File: src/rtl/cond_unit_pkg.sv
// Shared encodings for the conditional-execution unit: ARM condition codes,
// NZCV bit positions and the meaning of the two FlagW request bits.
package cond_unit_pkg;

  localparam logic [3:0] COND_EQ = 4'b0000;
  localparam logic [3:0] COND_NE = 4'b0001;
  localparam logic [3:0] COND_CS = 4'b0010;
  localparam logic [3:0] COND_CC = 4'b0011;
  localparam logic [3:0] COND_MI = 4'b0100;
  localparam logic [3:0] COND_PL = 4'b0101;
  localparam logic [3:0] COND_VS = 4'b0110;
  localparam logic [3:0] COND_VC = 4'b0111;
  localparam logic [3:0] COND_HI = 4'b1000;
  localparam logic [3:0] COND_LS = 4'b1001;
  localparam logic [3:0] COND_GE = 4'b1010;
  localparam logic [3:0] COND_LT = 4'b1011;
  localparam logic [3:0] COND_GT = 4'b1100;
  localparam logic [3:0] COND_LE = 4'b1101;
  localparam logic [3:0] COND_AL = 4'b1110;
  localparam logic [3:0] COND_NV = 4'b1111;

  localparam int FLAG_N = 3;
  localparam int FLAG_Z = 2;
  localparam int FLAG_C = 1;
  localparam int FLAG_V = 0;

  // FlagW[1] updates N,Z; FlagW[0] updates C,V.
  localparam int FLAGW_NZ = 1;
  localparam int FLAGW_CV = 0;

endpackage

File: src/rtl/cond_unit_cond_check.sv
// Purely combinational evaluation of an ARM condition field against NZCV.
// Code 1111 is unsupported here and always evaluates false.
module cond_check
  import cond_unit_pkg::*;
(
  input  logic [3:0] Cond,
  input  logic [3:0] Flags,
  output logic       CondEx
);

  logic n;
  logic z;
  logic c;
  logic v;
  logic ge;

  assign n  = Flags[FLAG_N];
  assign z  = Flags[FLAG_Z];
  assign c  = Flags[FLAG_C];
  assign v  = Flags[FLAG_V];
  assign ge = (n == v);

  always_comb begin
    CondEx = 1'b0;
    case (Cond)
      COND_EQ: CondEx = z;
      COND_NE: CondEx = ~z;
      COND_CS: CondEx = c;
      COND_CC: CondEx = ~c;
      COND_MI: CondEx = n;
      COND_PL: CondEx = ~n;
      COND_VS: CondEx = v;
      COND_VC: CondEx = ~v;
      COND_HI: CondEx = c & ~z;
      COND_LS: CondEx = ~c | z;
      COND_GE: CondEx = ge;
      COND_LT: CondEx = ~ge;
      COND_GT: CondEx = ~z & ge;
      COND_LE: CondEx = z | ~ge;
      COND_AL: CondEx = 1'b1;
      default: CondEx = 1'b0;
    endcase
  end

endmodule

File: src/rtl/cond_unit.sv
// Conditional-execution unit: NZCV flag register, registered condition result,
// gating of decoder write requests, and executed/skipped instruction counters.
module cond_unit
  import cond_unit_pkg::*;
#(
  parameter int CNT_W = 32
) (
  input  logic             clk,
  input  logic             reset,
  input  logic [3:0]       Cond,
  input  logic [3:0]       ALUFlags,
  input  logic [1:0]       FlagW,
  input  logic             PCS,
  input  logic             NextPC,
  input  logic             RegW,
  input  logic             MemW,
  input  logic             IRWrite,
  input  logic             CntClr,
  output logic             PCWrite,
  output logic             RegWrite,
  output logic             MemWrite,
  output logic [3:0]       Flags,
  output logic             CondExReg,
  output logic [CNT_W-1:0] ExecCount,
  output logic [CNT_W-1:0] SkipCount
);

  logic       cond_ex;
  logic [1:0] flag_write;
  logic       irw_d;

  cond_check u_cond_check (
    .Cond   (Cond),
    .Flags  (Flags),
    .CondEx (cond_ex)
  );

  // Condition is evaluated on the pre-write flags, so a failing instruction
  // can never update the flags it was judged against.
  assign flag_write = FlagW & {2{cond_ex}};

  always_ff @(posedge clk or negedge reset) begin
    if (!reset) begin
      Flags <= 4'b0000;
    end else begin
      if (flag_write[FLAGW_NZ]) begin
        Flags[FLAG_N:FLAG_Z] <= ALUFlags[FLAG_N:FLAG_Z];
      end
      if (flag_write[FLAGW_CV]) begin
        Flags[FLAG_C:FLAG_V] <= ALUFlags[FLAG_C:FLAG_V];
      end
    end
  end

  always_ff @(posedge clk or negedge reset) begin
    if (!reset) begin
      CondExReg <= 1'b0;
      irw_d     <= 1'b0;
    end else begin
      CondExReg <= cond_ex;
      irw_d     <= IRWrite;
    end
  end

  assign PCWrite  = (PCS & CondExReg) | NextPC;
  assign RegWrite = RegW & CondExReg;
  assign MemWrite = MemW & CondExReg;

  // irw_d marks the decode cycle: Cond comes from the freshly loaded IR.
  always_ff @(posedge clk or negedge reset) begin
    if (!reset) begin
      ExecCount <= '0;
      SkipCount <= '0;
    end else if (CntClr) begin
      ExecCount <= '0;
      SkipCount <= '0;
    end else if (irw_d) begin
      if (cond_ex) begin
        ExecCount <= ExecCount + CNT_W'(1);
      end else begin
        SkipCount <= SkipCount + CNT_W'(1);
      end
    end
  end

endmodule
File: config.mk
export PLATFORM = sky130hd
export DESIGN_NAME = cond_unit
export DESIGN_NICKNAME = d
export VERILOG_FILES = /design/src/rtl/cond_unit_pkg.sv /design/src/rtl/cond_unit_cond_check.sv /design/src/rtl/cond_unit.sv
export SDC_FILE = /design/constraint.sdc
export NUM_CORES = 1
export LEC_CHECK = 0
export BUFFER_PORTS_ARGS = -buffer_cell sky130_fd_sc_hd__buf_2
export CAP_MARGIN = 0
export CORE_UTILIZATION = 48
export CTS_CLUSTER_DIAMETER = 80
export DETAILED_ROUTE_END_ITERATION = 10
export GPL_TIMING_DRIVEN = 0
export PLACE_DENSITY = 0.77
export SLEW_MARGIN = 20
export SYNTH_ARGS = -nofsm -noshare
export SYNTH_HDL_FRONTEND = slang
export SYNTH_SLANG_ARGS = --single-unit
File: constraint.sdc
create_clock -name clk -period 2.8 [get_ports clk]
set_input_delay 0.7 -clock clk [delete_from_list [all_inputs] [get_ports clk]]
set_output_delay 0.7 -clock clk [all_outputs]
set_load 0.01 [all_outputs]
==> results of run 1 <==
-- area by class of cell --
type	instances	area [um^2]
sequential	70	1750
clock inverter	5	106
fill	702	3070
multi-input combinational	326	2040
clock buffer	11	141
inverter	12	45.0
timing repair buffer	89	470
tap	102	128
buffer	21	100
-- report_power, final --
part | switching (W) | internal [W] | total (W)
clock network | 0.000397 | 0.000618 | 0.00101
registers | 0.0000652 | 0.00106 | 0.00112
logic | 0.000339 | 0.000203 | 0.000542
total | 0.000801 | 0.00188 | 0.00268
-- metal layers --
layer	up-vias	share of wire (%)	global-route usage, %
met1	1877	45	33.3
li1	1831	-	-
met4	0	1.4	8.33
met5	-	0	0
met2	97	49	40.1
met3	12	3.9	3.53
-- final timing paths --
kind / start / endpoint / slack (ns) / depth (start not counted)
max: Cond[3] / SkipCount[16] / 0.20 / 9
min: reset / SkipCount[20] / 0.26 / 1
max reg2reg: Flags[3] / SkipCount[16] / 0.30 / 8
min reg2reg: ExecCount[29] / ExecCount[29] / 0.57 / 2
max in group asynchronous: reset / ExecCount[3] / 1.99 / 2
min in group clk: IRWrite / irw_d / 0.46 / 1
-- placed cells by master, fill, tap and decap left out, drive strengths merged, types with 2 or more instances in the layout --
cell	count
buf	97
mux2	6
nand2	41
o21ai	32
nand2b	3
inv	12
or3	26
nor2	15
o31a	3
or2	3
or4	28
nor3b	2
and4	6
nand3	22
ha	2
o31ai	25
a21oi	52
nor4	6
nand4	13
clkbuf	24
dfrtp	70
bufinv	3
nor2b	6
o311ai	4
and2	3
xnor2	6
xor2	2
and3	7
-- cells in the mapped netlist, drive strengths merged (12+ instances only) --
cell / n
a21oi: 52
clkbuf: 13
dfrtp: 70
inv: 12
nand2: 41
nand3: 22
nand4: 13
nor2: 15
o21ai: 32
o31ai: 25
or3: 26
or4: 28
-- timing repair --
item                                   4_1_cts  5_1_grt
setup endpoints to repair                    0        1
endpoints found under the hold margin        0        0
gates resized for setup                      0        2
-- sequential cells by signal (all words and copies together) (netlist names) --
signal and count:
ExecCount 32, SkipCount 32, irw_d 1, Flags 4
CondExReg 1
-- cell families (layout without fill, tap and decap cells) --
logic type	Yosys count	count (layout)
AO/OA/AOI/OAI	124	124
XOR/XNOR	8	8
adder cells (fa/ha/maj)	2	2
buffers and inverters	33	138
flip-flops	70	70
multiplexers	7	7
AND/OR/NAND/NOR	185	185
-- through the flow --
stage               total power [W]  worst slack (ns)  utilization (%)  instances  cell area (um^2)
CTS                         0.00270             0.194             60.9        636              4780
detailed placement          0.00169            -0.181             57.8        620              4530
floorplan                   0.00148             0.205                -        429              3940
global placement            0.00166           -0.0331             57.4        619              4500
global route                0.00281            0.0413             60.9        636              4780
finish                      0.00268             0.201             60.9        636              4780
==> results.md, run 1 <==
- The post-synthesis compound-gate area fraction is 20.1%.
- The path class of the tightest hold or removal check is input pin to async pin.
- Synthesis produced 429 cells.
- On the critical path, the stage with the largest delay is an instance of clkbuf_1.
- The worst setup path is launched from an input pin.
- The count of vias placed by the detailed router is 3817.
- The clock latency on the worst-skew pair is 0.35 ns.
- The critical path goes through buf_2 -> and2_1 -> o32ai_1 -> o311ai_2 -> nand4_1 -> buf_2 -> clkbuf_1 -> o21ai_0 -> a21oi_1.
- By area the synthesized netlist is led by dfrtp_1 45%, a21oi_1 6.6%, or4_1 5.3%.
- The number of buffers inserted to repair setup after CTS is 0.
- After Yosys synthesis, full adders, half adders and majority gates account for 0.636% of the synthesized area.
- The pin count of the biggest net entering global routing is 47.
- The number of violations reported at the end of detailed-routing iteration 0 is 216.
- The number of rows in the core area is 32.
- The final critical-path required period is 2.60 ns.
- The H-tree was split into 3 levels.
- The via count normalized by instance count is 6.00.
- The final max-slew violation count is 0.
- Counting flops with a built-in enable in the synthesized netlist gives 0.
- The total negative setup slack is 0 ns.
- The number of global-route vias before repair was 3432.
- The fraction of synthesized area in multiplexers is 1.97%.
- The static power due to leakage is 2.07 nW.
- The required time at the worst-slack endpoint is 3.06 ns.
- The cell chosen for the clock root is clkbuf_8.
- The cell type with the highest aggregate area in the netlist is dfrtp_1.
- The synthesized netlist devotes 27.3% of its cell area to simple gates.
- The post-route netlist has 24.5% of its cells at a drive strength greater than 1.
- Setup repair after global routing left no endpoint under its margin.
- Across the run, the number of max-cap violations was 0.
- The number of nets in the layout is 549.
- No sink is reached through more buffers than the 2 on the longest clock path.
- The per-cell routed wire length is 16.0 um.
- The number of antenna violations at the first check in global routing is 0.
- The most numerous cell on the critical path is buf_2.
- The first global-routing pass estimated 16600 um of wire.
- Once detail routing completed, the nets flagged for antenna violations numbered 0.
- The biggest cell delay along the critical path is 0.43 ns.
- The mean instance size in the synthesized netlist is 9.17 um^2.
- The placeable core region is 7850 um^2.
- After synthesis, the largest family of logic cells by area is simple AND/OR/NAND/NOR gates.
- For this design the ratio of total power to cell area is 561 nW/um^2.
- The die height is 92.5 um.
- Measured along the x axis, the die boundary spans 92.5 um.
- The number of synthesized register bits is 70.
- The parity-gate share of the synthesized area counting xor and xnor cells is 1.78%.
- The flow ran to the end, and the final reports show no timing, DRC or antenna violations.
- At the end of routability-driven placement, the weighted congestion stood at 0.822.
- Global routing consumed, over all layers together, 24.5% of the routing resources.
- The detailed-router iteration count before antenna repair is 4.
- The final hold slack is 0.256 ns.
- The yosys synthesis warning count is 0.
- Summed over all layers, the global routing overflow is 0.
- For this design, the CTS-stage hold fixing added 0 buffers.
- The synthesized netlist occupies a cell area of 3940 um^2.
- The number of antenna diodes in the final layout is 0.
- The number of buffer and inverter instances along the worst setup path is 3.
- The most used flip-flop cell after synthesis is dfrtp_1.
- The wire-length estimate of the detail-placed layout is 7280 um.
- The largest clock skew in the final design is 0.0166 ns.
- The signal arrival time at the worst endpoint is 2.86 ns.
- Static timing analysis puts the maximum clock frequency at 385 MHz.
- The post-detailed-routing wire length is 10200 um.
- The largest delay contributor family on the critical path is compound AO/OA/AOI/OAI gates.
- The post-synthesis cell type count is 49.
- After clock tree synthesis, the clock-pin slew on the worst setup and hold paths is 0.08 ns.
- Measured against its own limit, the worst slew margin works out to 48.4%.
- The die area is 8560 um^2.
- The count of final setup violators is 0.
- The actual slew at the worst max-slew pin is 0.768 ns.
- The initial utilization of the core area, before any placement, comes to 50.1%.
- The async set-reset flop share out of synthesis is 100%.
- The portion of the clock cycle consumed by the worst path in the final layout is 92.8%.
- Across the VDD grid, the largest voltage drop is 396 uV.
- Of all nets on the critical path, the largest fanout is 10.
- The setup path with the least slack is of type input pin to flip-flop.
- After detailed routing, the number of remaining DRC violations is 0.
- Input and output buffers added on the ports amount to 88.
- The post-synthesis to final-layout area growth is 21.5%.
- The number of buffers created by CTS is 9.
- The endpoint kind of the worst setup timing path is a flip-flop.
- The sequential share of the synthesized area is 44.5%.
- Summed over its instances, the top area cell type makes up 44.5% of the synthesized netlist area.
- The number of nets handed over by synthesis was 449.
- CTS saw 70 sinks.
- Pin placement for this block handled 90 I/O pins.
- The number of hold violations in the final report is 0.
- The clock tree from TritonCTS is built.
(Power assumes the default switching activity.)
==> run 2, diff against run 1 <==
--- a/config.mk
+++ b/config.mk
@@ -12,6 +12,8 @@
 export DETAILED_ROUTE_END_ITERATION = 10
 export GPL_TIMING_DRIVEN = 0
 export PLACE_DENSITY = 0.77
+export REMOVE_ABC_BUFFERS = 1
+export SKIP_CTS_REPAIR_TIMING = 1
 export SLEW_MARGIN = 20
 export SYNTH_ARGS = -nofsm -noshare
 export SYNTH_HDL_FRONTEND = slang
==> run 2 against run 1 <==
Via count shrank 2.4%; largest power group unchanged; clock skew is 0.0020 ns lower; register-to-register slack got worse by 0.13 ns; clock power fell by 12%; fmax is 3.6% lower; routed wire length is 9.2% lower; utilization shrank 0.72 points; first-iteration DRC count decreased by 4.6%; design area decreased by 1.2%; power shrank 4.0%; global-route usage down 1.6 points.
==> results.md, run 2 (synthesis results as in run 1) <==
- The number of sinks driven by the clock tree is 70 (unchanged).
- The I/O pin total is 90 (unchanged).
- The maximum clock insertion buffer count came to 2 (unchanged).
- The count of final setup violators came to 0 (unchanged).
- The final max-slew violation count was 0 (unchanged).
- The global router's overall resource usage is 22.9% (-1.6 points).
- The number of hold violations in the final report is 0 (unchanged).
- In this design, the critical path's most frequently occurring cell is buf_6.
- The startpoint type of the worst setup path is an input pin.
- The first-pass GRT wire length was 15700 um (-5.3%).
- The clock latency on the worst-skew pair is 0.35 ns (about the same).
- The clock tree from TritonCTS is built.
- The share of final-layout standard cells stronger than drive strength 1 came to 25.6% (+1.0 points).
- The initial core utilization is 50.1% (unchanged).
- The cell depth of the worst flop-to-flop path is 9 (+1).
- The number of logic stages on the critical path including buffering was 10 (+1).
- The global-route congestion overflow total is 0 (unchanged).
- The die area is 8560 um^2 (unchanged).
- The via count normalized by instance count is 5.99 (-0.19%).
- The portion of the clock cycle consumed by the worst path in the final layout is 96.3% (+3.4 points).
- The actual slew at the worst max-slew pin came to 0.737 ns (-0.0313 ns).
- The number of buffers inserted by port buffering is 89 (+1.1%).
- The endpoint kind of the worst setup timing path is a flip-flop.
- The number of global-route vias before repair is 3406 (-0.76%).
- The die height is 92.5 um (unchanged).
- The number of buffers created by CTS came to 9 (unchanged).
- The largest fanout on the critical path is 17 (+7).
- The achievable clock frequency came to 371 MHz (-3.6%).
- The total inserted antenna cells was 0 (unchanged).
- The post-detailed-route DRC marker count is 0 (unchanged).
- The register clock-pin slew on the reported worst setup and hold paths came to 0.08 ns (about the same).
- The count of antenna-violating nets left after detailed routing is 0 (unchanged).
- The detailed-placement wirelength estimate is 6360 um (-13%).
- The number of rows in the core area is 32 (unchanged).
- The final standard cell count with taps included and fillers excluded came to 622 (-2.2%).
- The relative slew slack is 50.9% (+2.5 points).
- The number of fill cells is 716 (+2.0%).
- The flow ran to the end, and the final reports show no timing, DRC or antenna violations.
- Setup repair after global routing left no endpoint under its margin.
- The biggest cell delay along the critical path was 0.51 ns (+0.08 ns).
- The leading cell type in the layout, fill and taps excluded is buf_2.
- The post-detailed-routing wire length is 9270 um (-9.2%).
- The required time at the worst-slack endpoint is 3.06 ns (about the same).
- The largest registers in the layout are ExecCount: 32 flops, SkipCount: 32 flops, Flags: 4 flops.
- The placeable core region is 7850 um^2 (unchanged).
- The worst-path cell with the longest stage delay is or4_1.
- The count of placed standard cells including taps came to 603 (-2.7%).
- The global placer's final weighted congestion is 0.838 (+2.0%).
- The worst supply voltage drop on vdd came to 506 uV (+28%).
- Relative to the synthesized area, the layout overhead comes to 20.1%.
- The number of nets in the layout is 535 (-2.6%).
- The detailed-router iteration count before antenna repair came to 4 (unchanged).
- The depth of the CTS H-tree is 3 (unchanged).
- The number of buffer and inverter instances along the worst setup path came to 4 (+1).
- CTS placed an instance of clkbuf_8 at the clock tree root.
- The signal arrival time at the worst endpoint is 2.96 ns (+0.10 ns).
- By startpoint and endpoint, the worst setup path is classified as input pin to flip-flop.
- The static power due to leakage is 2.05 nW (-0.71%).
- The cell family contributing the most delay on the critical path is simple AND/OR/NAND/NOR gates.
- Leaving out fill and tap cells, the most frequent cells in the layout are 86 x buf_2, 69 x dfrtp_1, 51 x a21oi_1.
- The power per cell area came to 544 nW/um^2 (-2.9%).
- The die boundary width is 92.5 um (unchanged).
- The type of the most critical hold path is input pin to async pin.
- Walking the worst path, the cells encountered are clkbuf_4 -> and3b_1 -> or2_1 -> o31ai_2 -> nand4_1 -> buf_6 -> buf_6 -> buf_6 -> or4_1 -> a21oi_1.
- The number of antenna violations at the first check in global routing is 0 (unchanged).
- The number of violations reported at the end of detailed-routing iteration 0 is 206 (-4.6%).
- The max-cap check violation count is 0 (unchanged).
- The count of vias placed by the detailed router came to 3726 (-2.4%).
- The largest clock skew in the final design was 0.0146 ns (-0.00198 ns).
- The overall power consumption is 0.00257 W (-4.0%).
- The final critical-path required period is 2.70 ns (+0.0958 ns).
- The per-cell routed wire length is 14.9 um (-7.1%).
- The pin count of the biggest net entering global routing was 71 (+51%).
-- run 2: cell count changes in the layout (fill, tap and decap cells not counted), moves of 3 or more --
| cell | change |
|---|---|
| buf_2 | -5 |
| buf_6 | +3 |
| clkbuf_1 | -13 |
| clkinv_2 | +4 |
-- run 2: final cells by class --
| type | instances | area (um^2) | share of cell area [%] |
|---|---|---|---|
| Sequential cell | 70 | 1750 | 37.1 |
| Tap cell | 102 | 128 | 2.70 |
| Inverter | 12 | 45.0 | 0.953 |
| Multi-Input combinational cell | 326 | 2050 | 43.4 |
| Timing Repair Buffer | 96 | 537 | 11.4 |
| Clock buffer | 9 | 124 | 2.62 |
| Clock inverter | 7 | 88.8 | 1.88 |
-- run 2: through the flow --
stage	worst slack [ns]	utilization [%]	cell area, um^2	hold WS [ns]	setup TNS, ns
finish	0.105	60.2	4730	0.214	0
global route	0.0256	60.2	4730	0.216	0
CTS	-0.449	59.7	4690	0.212	-4.17
detailed placement	-0.816	57.0	4480	0.549	-17.32
global placement	-1.56	56.2	4410	0.538	-46.04
floorplan	-0.572	-	3840	0.404	-14.44
-- run 2: worst register-to-register path, delay by kind of cell, from the launching register on --
kind | cells | cell delay (ns)
AOI/OAI and AO/OA | 3 | 0.69
and+or+nand+nor | 3 | 0.89
DFF | 1 | 0.48
buffers and inverters | 3 | 0.50
-- run 2: path summary, 6_finish.rpt --
path | from | end | slack (ns)
max in group asynchronous | reset | ExecCount[30] | 2.04
max | Cond[0] | SkipCount[25] | 0.10
min | reset | CondExReg | 0.21
max reg2reg | Flags[3] | SkipCount[25] | 0.17
min in group clk | IRWrite | irw_d | 0.46
min reg2reg | SkipCount[31] | SkipCount[31] | 0.55
-- run 2: routing by layer --
layer | up-vias | share of wire (%) | track usage (%)
met1 | 1829 | 45 | 30.2
met5 | - | 0 | 0
met3 | 11 | 3.9 | 4.43
met2 | 88 | 50 | 37.7
met4 | 0 | 1.2 | 7.94
li1 | 1798 | - | -
-- run 2: report_power, final --
part	leakage (nW)	switching, W	internal [W]	total [W]
Sequential	0.963	0.0000842	0.00106	0.00114
Combinational	0.976	0.000312	0.000226	0.000539
Clock	0.113	0.000393	0.000497	0.000890
==> run 3, diff against run 2 <==
--- a/config.mk
+++ b/config.mk
@@ -5,13 +5,14 @@
 export SDC_FILE = /design/constraint.sdc
 export NUM_CORES = 1
 export LEC_CHECK = 0
+export ABC_AREA = 1
 export BUFFER_PORTS_ARGS = -buffer_cell sky130_fd_sc_hd__buf_2
 export CAP_MARGIN = 0
 export CORE_UTILIZATION = 48
 export CTS_CLUSTER_DIAMETER = 80
 export DETAILED_ROUTE_END_ITERATION = 10
 export GPL_TIMING_DRIVEN = 0
-export PLACE_DENSITY = 0.77
+export PLACE_DENSITY = 0.75
 export REMOVE_ABC_BUFFERS = 1
 export SKIP_CTS_REPAIR_TIMING = 1
 export SLEW_MARGIN = 20
==> run 3 against run 2 <==
Count of clock-buffer cells in the layout increased by 5; largest cell class unchanged; synthesized cell count grew 91%; global-route usage increased by 3.1 points; clock power decreased by 11%; sequential share of layout area is 6.4 points lower; largest power group unchanged; via count rose by 39%; highest routed layer unchanged.
==> results.md, run 3 <==
- The flow ran to the end, and the final reports show no timing, DRC or antenna violations.
- The relative slew slack is 53.2% (+2.3 points).
- The number of buffer and inverter instances along the worst setup path is 2 (-2).
- The root buffer cell chosen for the clock tree is clkbuf_8.
- Sorting the synthesized cells by how often they occur yields 341 x nand2_1, 157 x nor2_1, 97 x nand3_1.
- The die area was 10800 um^2 (+26%).
- The register clock-pin slew on the reported worst setup and hold paths is 0.08 ns (about the same).
- The signal on the critical path passes through clkbuf_4 -> inv_4 -> nand3_4 -> nand2_4 -> nand2_1 -> nand2_1.
- The yosys synthesis warning count was 0 (unchanged).
- The mean instance size in the synthesized netlist is 6.07 um^2 (-34%).
- Leaving out fill and tap cells, the most frequent cell in the layout is nand2_1.
- The async set-reset flop share out of synthesis came to 100% (unchanged).
- The count of placed standard cells including taps is 1017 (+69%).
- The count of final setup violators is 0 (unchanged).
- The die boundary width is 104 um (+12%).
- The number of synthesized register bits came to 70 (unchanged).
- The final standard cell count with taps included and fillers excluded was 1033 (+66%).
- The share of final-layout standard cells stronger than drive strength 1 is 12.7% (-13 points).
- The clock tree from TritonCTS is built.
- The maximum clock insertion buffer count is 2 (unchanged).
- The number of buffers created by CTS was 9 (unchanged).
- The top-area cell type share of the netlist area was 35.3% (-9.3 points).
- The number of hold violations in the final report is 0 (unchanged).
- The static power due to leakage is 2.93 nW (+43%).
- The power per cell area is 423 nW/um^2 (-22%).
- The global router's overall resource usage came to 26.0% (+3.1 points).
- The signal arrival time at the worst endpoint is 2.64 ns (-0.32 ns).
- The total negative setup slack is 0 ns (unchanged).
- The type of the most critical hold path is input pin to async pin.
- The die height was 104 um (+12%).
- The max-cap check violation count is 0 (unchanged).
- The post-synthesis cell type count came to 27 (-45%).
- The detailed-placement wirelength estimate is 9240 um (+45%).
- The most numerous cell on the critical path is nand2_1.
- The achievable clock frequency is 425 MHz (+14%).
- The total cell area at the placement stage is 5490 um^2 (+23%).
- The post-synth design cell area is 4970 um^2 (+26%).
- The I/O pin total is 90 (unchanged).
- The worst-path cell with the longest stage delay is inv_4.
- The number of sinks driven by the clock tree was 70 (unchanged).
- The biggest cell delay along the critical path is 0.53 ns (+0.02 ns).
- The global placer's final weighted congestion is 0.952 (+14%).
- The synthesized netlist cell count is 819 (+91%).
- The post-detailed-route DRC marker count is 0 (unchanged).
- In the post-synthesis netlist, the cell with the most instances is nand2_1.
- The global-route congestion overflow total was 0 (unchanged).
- The number of global-route vias before repair was 5026 (+48%).
- The startpoint type of the worst setup path is an input pin.
- The depth of the CTS H-tree is 3 (unchanged).
- The final max-slew violation count came to 0 (unchanged).
- The placeable core region is 9910 um^2 (+26%).
- The detailed-router iteration count before antenna repair is 4 (unchanged).
- The largest fanout on the critical path was 58 (+41).
- Setup repair after global routing left no endpoint under its margin.
- The post-detailed-routing wire length is 13000 um (+40%).
- The overall power consumption is 0.00241 W (-6.1%).
- The total inserted antenna cells is 0 (unchanged).
- The largest registers in the layout are ExecCount: 32 flops, SkipCount: 32 flops, Flags: 4 flops.
- The number of fill cells was 1020 (+42%).
- The initial core utilization is 50.1% (about the same).
- The first-pass GRT wire length came to 23100 um (+47%).
- The actual slew at the worst max-slew pin is 0.702 ns (-0.0350 ns).
- Leaving out fill and tap cells, the most frequent cells in the layout are 340 x nand2_1, 157 x nor2_1, 97 x nand3_1.
- The endpoint kind of the worst setup timing path is a flip-flop.
- The number of rows in the core area is 36 (+13%).
- The pin count of the biggest net entering global routing came to 59 (-17%).
- The cell type with the highest aggregate area in the netlist is dfrtp_1.
- The per-cell routed wire length is 12.5 um (-16%).
- From synthesis to final layout, the design area changed by 15.0%.
- The worst supply voltage drop on vdd was 286 uV (-44%).
- The final critical-path required period is 2.35 ns (-0.341 ns).
- The total non-filler cell area in the finished layout was 5710 um^2 (+21%).
- The end-of-flow core utilization was 57.6% (-2.6 points).
- The via count normalized by instance count was 5.03 (-16%).
- Broken down by cell family, the worst path's largest delay share belongs to simple AND/OR/NAND/NOR gates.
- The number of nets in the layout is 915 (+71%).
- The largest clock skew in the final design came to 0.0129 ns (-0.00167 ns).
- The sequential share of the synthesized area is 35.3% (-9.3 points).
- The number of synthesized flops with an enable pin is 0 (unchanged).
- The number of buffers inserted by port buffering is 89 (unchanged).
- The required time at the worst-slack endpoint is 3.09 ns (+0.03 ns).
- The number of violations reported at the end of detailed-routing iteration 0 is 243 (+18%).
- The type of the setup path with the least slack is input pin to flip-flop.
- The portion of the clock cycle consumed by the worst path in the final layout is 84.1% (-12 points).
- In the post-synthesis netlist, the biggest area contributors are dfrtp_1 35%, nand2_1 26%, nor2_1 12%.
- The count of antenna-violating nets left after detailed routing was 0 (unchanged).
- The number of antenna violations at the first check in global routing is 0 (unchanged).
- The primary flip-flop cell chosen by synthesis mapping is dfrtp_1.
- The clock latency on the worst-skew pair was 0.36 ns (about the same).
- The count of vias placed by the detailed router is 5193 (+39%).
==> run 3: cell types whose count changed in the layout (fill, tap and decap cells not counted), sizes merged, moves of 28 or more <==
cell	previous run	this run
o21ai	32	1
inv	12	65
a21oi	52	3
or4	28	0
nand3	22	99
nand2	41	342
nor2	15	159
==> run 3: final timing paths <==
kind | from | to | slack, ns | depth (start not counted)
worst max-delay path | CntClr | ExecCount[14] | 0.45 | 6
worst min-delay path | reset | ExecCount[4] | 0.21 | 1
worst max register to register | SkipCount[0] | SkipCount[16] | 0.58 | 9
worst min register to register | ExecCount[31] | ExecCount[31] | 0.52 | 2
max in group asynchronous | reset | Flags[2] | 2.05 | 2
min in group clk | IRWrite | irw_d | 0.47 | 1
==> run 3: cell type report <==
class / instances / area [um^2] / share of cell area, %
clock buffer: 14 / 173 / 3.02
clock inverter: 2 / 15.0 / 0.263
timing repair buffer: 90 / 478 / 8.37
tap: 133 / 166 / 2.91
sequential: 70 / 1750 / 30.7
multi-input combinational: 659 / 2880 / 50.4
inverter: 65 / 246 / 4.32
==> run 3: where the power goes <==
group	internal (W)	switching, W
clock	0.000396	0.000398
sequential	0.00106	0.0000675
combinational	0.000144	0.000347
total	0.00160	0.000813
==> run 3: worst reg2reg max path: stages, from the launching register on <==
cell and delay (ns):
dfrtp_1 0.47, ha_1 0.26, nand3_1 0.20, nor2_1 0.46, nand2_1 0.22, nor2_1 0.16
xor2_1 0.15, nor2_1 0.05, nand2_1 0.09, nand2_1 0.05
==> run 3: routing by layer <==
layer | up-vias | routed length, um | part of all wire (%) | track usage [%]
met1 | 2358 | 5750 | 44 | 31.2
met4 | 0 | 278 | 2.1 | 8.88
met3 | 22 | 504 | 3.9 | 4.41
met2 | 127 | 6420 | 50 | 46.9
met5 | - | 0 | 0 | 0
li1 | 2686 | - | - | -
==> run 3: per-stage QoR <==
| step | setup WS, ns | hold slack, ns |
|---|---|---|
| after floorplan | 0.283 | 0.404 |
| after global placement | -1.92 | 0.506 |
| after detailed placement | -1.20 | 0.511 |
| after CTS | -0.835 | 0.210 |
| after global routing | 0.258 | 0.221 |
| final | 0.446 | 0.212 |
==> run 3: cell families (layout without fill, tap and decap cells) <==
group	Yosys count	in the layout	synth area share [%]
simple gates	618	618	50.5
xor+xnor	31	31	5.47
compound gates	8	8	1.01
buf+inv	90	171	7.28
flops	70	70	35.3
fa+ha+maj	2	2	0.504
